**src/rtl/alu_arbiter.sv**
```systemverilog
// Round-robin front end that time-shares one combinational ALU between NREQ requesters,
// returning each result on a single tagged response channel with per-requester carry chaining.
//
// state | meaning
// IDLE  | arbitrate; the winner's operands are registered onto the ALU on handshake
// EXEC  | ALU settled; result, carry and compare captured, carry_reg updated for arithmetic ops
// RESP  | response presented until resp_ready; ALU inputs and response data held
module alu_arbiter #(
    parameter int WIDTH = 16,
    parameter int NREQ  = 4,
    parameter int IDW   = 2
) (
    input  logic                  clk,
    input  logic                  rst,
    input  logic [NREQ-1:0]       req_valid,
    output logic [NREQ-1:0]       req_ready,
    input  logic [NREQ*WIDTH-1:0] req_a,
    input  logic [NREQ*WIDTH-1:0] req_b,
    input  logic [NREQ*4-1:0]     req_select,
    input  logic [NREQ-1:0]       req_mode,
    input  logic [NREQ-1:0]       req_carry_in,
    input  logic [NREQ-1:0]       req_chain,
    output logic [WIDTH-1:0]      alu_a,
    output logic [WIDTH-1:0]      alu_b,
    output logic [3:0]            alu_select,
    output logic                  alu_mode,
    output logic                  alu_carry_in,
    input  logic [WIDTH-1:0]      alu_out,
    input  logic                  alu_carry_out,
    input  logic                  alu_compare,
    output logic                  resp_valid,
    input  logic                  resp_ready,
    output logic [IDW-1:0]        resp_id,
    output logic [WIDTH-1:0]      resp_result,
    output logic                  resp_carry,
    output logic                  resp_compare,
    output logic                  busy
);

    typedef enum logic [1:0] {IDLE, EXEC, RESP} state_t;

    state_t          state;
    logic [IDW-1:0]  ptr;
    logic [IDW-1:0]  win;
    logic [IDW-1:0]  idx;
    logic            found;
    logic [NREQ-1:0] carry_reg;

    // Search upward from the pointer, wrapping; the first valid requester wins.
    always_comb begin
        found = 1'b0;
        win   = '0;
        idx   = '0;
        for (int k = 0; k < NREQ; k++) begin
            idx = IDW'((int'(ptr) + k) % NREQ);
            if (!found && req_valid[idx]) begin
                found = 1'b1;
                win   = idx;
            end
        end
    end

    // Gated by rst so no grant is offered while reset is held.
    always_comb begin
        req_ready = '0;
        if (state == IDLE && rst && found)
            req_ready[win] = 1'b1;
    end

    always_ff @(posedge clk or negedge rst) begin
        if (!rst) begin
            state        <= IDLE;
            ptr          <= '0;
            carry_reg    <= '0;
            alu_a        <= '0;
            alu_b        <= '0;
            alu_select   <= '0;
            alu_mode     <= 1'b0;
            alu_carry_in <= 1'b0;
            resp_valid   <= 1'b0;
            resp_id      <= '0;
            resp_result  <= '0;
            resp_carry   <= 1'b0;
            resp_compare <= 1'b0;
            busy         <= 1'b0;
        end else begin
            case (state)
                IDLE: begin
                    if (found) begin
                        alu_a        <= req_a[int'(win)*WIDTH +: WIDTH];
                        alu_b        <= req_b[int'(win)*WIDTH +: WIDTH];
                        alu_select   <= req_select[int'(win)*4 +: 4];
                        alu_mode     <= req_mode[win];
                        alu_carry_in <= req_chain[win] ? carry_reg[win] : req_carry_in[win];
                        resp_id      <= win;
                        ptr          <= IDW'((int'(win) + 1) % NREQ);
                        busy         <= 1'b1;
                        state        <= EXEC;
                    end
                end
                EXEC: begin
                    resp_result  <= alu_out;
                    resp_carry   <= alu_carry_out;
                    resp_compare <= alu_compare;
                    if (alu_mode)
                        carry_reg[resp_id] <= alu_carry_out;
                    resp_valid   <= 1'b1;
                    state        <= RESP;
                end
                RESP: begin
                    if (resp_ready) begin
                        resp_valid <= 1'b0;
                        busy       <= 1'b0;
                        state      <= IDLE;
                    end
                end
                default: state <= IDLE;
            endcase
        end
    end

endmodule

```
**config.mk**
```make
export PLATFORM = sky130hd
export DESIGN_NAME = alu_arbiter
export DESIGN_NICKNAME = d
export VERILOG_FILES = /design/src/rtl/alu_arbiter.sv
export SDC_FILE = /design/constraint.sdc
export NUM_CORES = 1
export LEC_CHECK = 0
export CAP_MARGIN = 20
export CORE_MARGIN = 8
export CORE_UTILIZATION = 33
export CTS_CLUSTER_DIAMETER = 60
export DETAILED_ROUTE_END_ITERATION = 8
export PLACE_DENSITY = 0.81
export SETUP_SLACK_MARGIN = 0.3
export SLEW_MARGIN = 40
export SYNTH_ARGS = -nofsm -noshare
export SYNTH_HDL_FRONTEND = slang
export SYNTH_SLANG_ARGS = --single-unit
```
**constraint.sdc**
```tcl
create_clock -name clk -period 1.98 [get_ports clk]
set_input_delay 0.396 -clock clk [delete_from_list [all_inputs] [get_ports clk]]
set_output_delay 0.396 -clock clk [all_outputs]
set_load 0.005 [all_outputs]
```
== Word-level counts from Yosys, hierarchy flattened ==
Cells that the tools add are included.

* Logic and storage cells: 89
* Bits of input ports: 181
* Register bits: 68
* Output and inout port bits: 64

* Reductions and logical operators: 18
* Shift operators: 3
* $add $sub $neg: 4
* Mux-type cells: 38
* Eq/ne operators: 4
* Order comparisons: 8

{| class="wikitable"
|+ Operator list
! operator !! count
|-
| indexed part select 64 x 7 -> 16 bit || 2
|-
| less-than comparator 2 x 3 -> 1 bit, second input constant || 6
|-
| 2-to-1 mux 1 bit || 17
|-
| binary-select mux 1 bit (select 2 bit) || 8
|-
| indexed part select 16 x 5 -> 4 bit || 1
|-
| 2-to-1 mux 2 bit || 6
|-
| AND reduction 2 bit || 4
|-
| logical AND 1 bit || 7
|-
| case mux 2 bit (3 select lines) || 1
|-
| adder 2 x 1 -> 2 bit, second input constant || 2
|-
| adder 2 bit, second input constant || 2
|-
| bitwise mux 4 bit || 1
|-
| demux 1 bit (select 2 bit) || 2
|-
| >= comparator 2 x 1 -> 1 bit, second input constant || 2
|-
| 2-to-1 mux 4 bit || 1
|-
| inequality test 2 bit, second input constant || 2
|-
| case mux 1 bit (2 select lines) || 2
|-
| nonzero test 2 bit || 2
|-
| zero test 1 bit || 3
|-
| AND reduction 3 bit || 1
|-
| equality test 2 x 1 -> 1 bit, second input constant || 1
|-
| equality test 2 bit, second input constant || 1
|-
| zero test 2 bit || 1
|}

== Depth between registers and ports, before layout ==
* Depth in word-level cells: 17
* Gate-level depth with buffers: 8
* Depth with buffers taken out: 6

== Worst setup path after synthesis ==
OpenSTA, ideal clock, no wires.

* Path kind: in2out
* Start point: input req_valid[2]
* End point: output req_ready[0]
* Slack: -0.018 ns
* Required time: 1.584 ns
* Arrival: 1.602 ns
* Stages: 8
* Buffers on the path: 2
* Path through: and2b_1 -> nor4_2 -> or2_4 -> inv_4 -> buf_12 -> buf_6 -> ha_1 -> and3_1

* Cells in the longest elaborated chain, start to end: 17
* Elaborated cells on any way between the ends: 29
* Those cells by class: 2 x order compare; 19 x mux; 8 x reduce/logical

{| class="wikitable"
|+ RTL lines
! what !! line !! text
|-
| start, declared || 15 || <nowiki>input logic [NREQ-1:0] req_valid,</nowiki>
|-
| binary-select mux 1 bit (select 2 bit) || 56 || <nowiki>if (!found && req_valid[idx]) begin</nowiki>
|-
| 2-to-1 mux 1 bit (implied by the code) || 56 ||
|-
| 2-to-1 mux 1 bit || 56 ||
|-
| zero test 1 bit || 56 ||
|-
| logical AND 1 bit || 56 ||
|-
| 2-to-1 mux 1 bit || 56 ||
|-
| zero test 1 bit || 56 ||
|-
| logical AND 1 bit || 56 ||
|-
| (+2 left out) || -- ||
|-
| logical AND 1 bit || 56 ||
|-
| 2-to-1 mux 2 bit * || 56 ||
|-
| named net win[0] || 44 || <nowiki>logic [IDW-1:0] win;</nowiki>
|-
| less-than comparator 2 x 3 -> 1 bit (implied by the code) / >= comparator 2 x 1 -> 1 bit (equally long branches) || 67 || <nowiki>req_ready[win] = 1'b1;</nowiki>
|-
| logical AND 1 bit (implied by the code) || 67 ||
|-
| 2-to-1 mux 1 bit (implied by the code) || 67 ||
|-
| demux 1 bit (select 2 bit) * || 67 ||
|-
| 2-to-1 mux 4 bit * || 66 || <nowiki>if (state == IDLE && rst && found)</nowiki>
|-
| end, declared || 16 || <nowiki>output logic [NREQ-1:0] req_ready,</nowiki>
|}

The timed path passes the listed nets; every way through them passes the cells marked *. The select of a mux whose other input is x is not followed.

== Worst setup path after layout ==
* Start point: register ptr[0]
* End point: output req_ready[1]

* Cells in the longest elaborated chain, start to end: 17
* Elaborated cells on any way between the ends: 32
* Those cells by class: 3 x add/sub; 2 x order compare; 19 x mux; 8 x reduce/logical

{| class="wikitable"
|+ RTL lines
! what !! line !! text
|-
| start, declared || 43 || <nowiki>logic [IDW-1:0] ptr;</nowiki>
|-
| start signal, assigned || 96 || <nowiki>ptr <= IDW'((int'(win) + 1) % NREQ);</nowiki>
|-
| branches (longest 11 deep; another with adder 2 x 1 -> 2 bit) || -- ||
|-
| 2-to-1 mux 2 bit * || 56 ||
|-
| named net win[1] || 44 ||
|-
| less-than comparator 2 x 3 -> 1 bit (implied by the code) / >= comparator 2 x 1 -> 1 bit (equally long branches) || 67 ||
|-
| logical AND 1 bit (implied by the code) || 67 ||
|-
| 2-to-1 mux 1 bit (implied by the code) || 67 ||
|-
| demux 1 bit (select 2 bit) * || 67 ||
|-
| 2-to-1 mux 4 bit * || 66 ||
|}

Mark *: on every way through the listed nets, which the timed path passes. The select of a mux whose other input is x is not followed.

==> results by group <==
Critical path
  • Worst flop-to-flop path endpoint: alu_a[2]$_DFFE_PN0P_
  • Setup CP Type: reg -> out
  • R2R cell count: 10
  • Required @ worst endpoint: 1.58 ns
  • Critical path capture point type: output port
  • RR Startpoint: ptr[0]$_DFFE_PN0P_
  • Setup crit start kind: register
  • Worst Setup EP: req_ready[1]
  • Reg2Reg Setup Slack: -0.25 ns
  • Worst setup path startpoint: ptr[0]$_DFFE_PN0P_
  • Arrival @ worst endpoint: 1.92 ns
  • Highest net fanout along the worst path: 4

Timing
  • Final worst setup slack: -0.335 ns
  • Minimum clock period: 2.32 ns
  • Worst-Margin Slew: 0.552 ns
  • Fmax: 0.432 GHz
  • Hold Worst Slack: 0.220 ns
  • Rel. slew slack: 63.1%
  • Unrepaired setup endpoints after global routing: yes
  • Final Cycle Share: 117%
  • Final Hold Viols: 0
  • Fin. max-slew vios: 0
  • Max Clock Skew: 0.00940 ns
  • Final setup vio count: 43

Clock network
  • Max Root-Sink Buffers: 2
  • CTS root buffer: clkbuf_16
  • CTS sink cnt: 68
  • Total CTS buffers: 9
  • Clock insertion delay at the later pin of the skew report: 0.33 ns
  • Clk pin slew, worst setup/hold paths: 0.06 ns
  • CTS H-tree depth: 3
  • CTS tree: done

Finish
  • Layout cells sized above 1: 31.2%
  • Fin area: 8050 sq um
  • Area grow syn2layout: 110%
  • Post-layout util: 70.8%
  • Antenna cell count: 0
  • Fillers: 797
  • Final #Nets: 809
  • Top Registers: alu_a: 16 flops, alu_b: 16 flops, resp_result: 16 flops

Global route
  • First-pass GRT wire length: 25500 microns
  • Total track usage: 21.9%
  • Largest net degree at the start of global routing: 59
  • Total grt overflow: 0
  • Initial antenna violation count: 0
  • Vias in the first global route: 4589

Routing
  • Vias: 3990
  • ANT nets after route: 0
  • WL/cell: 22.8 microns
  • Via density: 5.17
  • DR pass1 iterations: 6
  • Residual DRC count: 0
  • DRT iter0 DRCs: 197
  • Post-Route WL: 17600 microns

Synthesis
  • Area contributors post-synth: dfrtp_1 44%, mux2i_1 20%, o221ai_1 7.3%, mux2_2 6.8%, nand2_1 4.4%
  • Synth Cell Area: 3830 sq um
  • Seq cells post-synth: 68
  • Compound-gate portion of the synthesized area: 11.8%
  • Synth top area share: 44.4%
  • Mux cell area share after synthesis: 26.9%
  • Yosys warnings: 0
  • Post-Syn Instances: 329
  • Netlist cell types: 42
  • Area share of xor/xnor cells in the synthesized design: 0%
  • Post-Syn Nets: 514
  • Mean Syn Cell Area: 11.6 sq um
  • Post-Synth Simple-Gate Area: 9.99%
  • Adder-Cell Fraction of Synth Area: 1.31%
  • Yosys top cell by area: dfrtp_1
  • Sequential area share after synthesis: 44.4%
  • Largest family of logic cells by synthesized area: multiplexers

Floorplanning
  • # rows: 39
  • Core ar.: 11400 sq um
  • Die width: 124 microns
  • Initial core utilization: 33.7%
  • Die Y: 124 microns
  • Die footprint: 15300 sq um
  • I/O Pins: 245

Min path
  • Min-delay worst type: in -> async

Pwr
  • Static leakage: 0.00336 uW
  • Worst VDD drop: 1.01 mV
  • PD cells: 1480 nW/um^2

Outcome
  • Failing checks: negative setup slack
  • Status: finished with violations

Placement
  • Cell Area, Placed: 6490 sq um
  • I/O Buffers: 244
  • HPWL Detailed: 11200 microns
  • GPL Wtd Cong: 0.780

Run
  • Max_cap viols: 0
-- report_power, final --
part,leakage [uW],switching (uW),internal [uW]
Sequential,0.000822,403,2110
Clock,0.000152,624,1050
Combinational,0.00239,3210,4530
Total,0.00336,4240,7680
-- logic make-up after synthesis --
logic type | count (synthesis)
AND/OR/NAND/NOR | 76
AO/OA/AOI/OAI | 52
buffers and inverters | 29
adder cells (fa/ha/maj) | 4
flip-flops | 68
multiplexers | 100
-- placed cells by master, fill, tap and decap left out, types with 3 or more instances in the layout --
cell	instances
a21oi_1	3
buf_12	8
buf_16	12
buf_4	27
buf_6	14
buf_8	3
clkbuf_16	9
clkdlybuf4s50_1	234
dfrtp_1	68
dlygate4sd2_1	4
ha_4	3
inv_1	3
inv_4	3
mux2_2	23
mux2i_1	46
mux2i_2	14
mux2i_4	17
nand2_1	44
o21ai_0	5
o221ai_1	5
o221ai_2	30
-- layer usage --
metal  up-vias  GRT usage, %  share of wire (%)
met5         -             0                  0
met1      1966          23.5                 37
met3        27          6.17                7.2
li1       1833             -                  -
met4         0          7.83                1.9
met2       164          40.1                 54
-- area by class of cell --
cell class	instances	area (sq um)	area share (%)
clock buffer	11	253	3.14
multi-input combinational	232	2490	30.9
inverter	6	30.0	0.373
timing repair buffer	307	3340	41.5
clock inverter	5	60.1	0.746
sequential	68	1700	21.1
tap	143	179	2.22
-- worst max-delay path: stages, from the launching register on --
cell and delay (ns):
dfrtp_1 0.38, and2b_2 0.27, o21a_1 0.22, nor2_4 0.13, buf_6 0.12, inv_4 0.05, ha_4 0.16, and3_1 0.14
buf_2 0.13
-- how the worst min path moves through the flow --
stage,startpoint,end,slack (ns),cells after the start
floorplan,rst,alu_a[0]$_DFFE_PN0P_,0.10,0
global placement,rst,alu_b[0]$_DFFE_PN0P_,0.27,1
detailed placement,rst,alu_b[4]$_DFFE_PN0P_,0.27,1
CTS,rst,alu_a[3]$_DFFE_PN0P_,0.35,2
global route,rst,alu_a[12]$_DFFE_PN0P_,0.27,2
finish,rst,alu_a[3]$_DFFE_PN0P_,0.22,2
-- through the flow --
stage / setup TNS [ns] / std cells / setup WS, ns / total power (uW)
after floorplan: 0 / 329 / 0.0265 / 5340
after global placement: -23.88 / 713 / -0.739 / 7480
after detailed placement: -27.79 / 713 / -0.809 / 7650
after CTS: -7.30 / 766 / -0.280 / 11400
after global routing: -10.82 / 772 / -0.378 / 12500
final: -8.08 / 772 / -0.335 / 11900
-- synth_stat cells --
master and instances:
mux2i_1 77, dfrtp_1 68, nand2_1 45, o221ai_1 32
mux2_2 23, o21ai_0 7, buf_6 6, clkbuf_1 5
o221ai_2 5, and3_1 4, buf_2 4, ha_1 4
a21oi_1 3, inv_1 3, nor3_1 3, nor3b_1 3
and2b_1 2, buf_4 2, buf_8 2, clkbuf_4 2
inv_4 2, nand3_1 2, nand4_1 2, nor2_1 2
nor2_2 2, nor2b_1 2, nor4_1 2, a211o_1 1
a211oi_2 1, buf_1 1, buf_12 1, inv_2 1
nand2_2 1, nand2_8 1, nor2b_2 1, nor4_2 1
o2111ai_1 1, o21a_1 1, o31ai_1 1, or2_2 1
or2_4 1, or3_1 1
-- repair_timing --
item,CTS,global route
buffers inserted,24,6
endpoints found under the hold margin,10,0
pin swaps,23,6
gates cloned,12,0
resized for setup,108,49
hold buffers,1,0
endpoints found under the setup margin,49,47
Note: power is estimated with default switching activity, not from simulation.
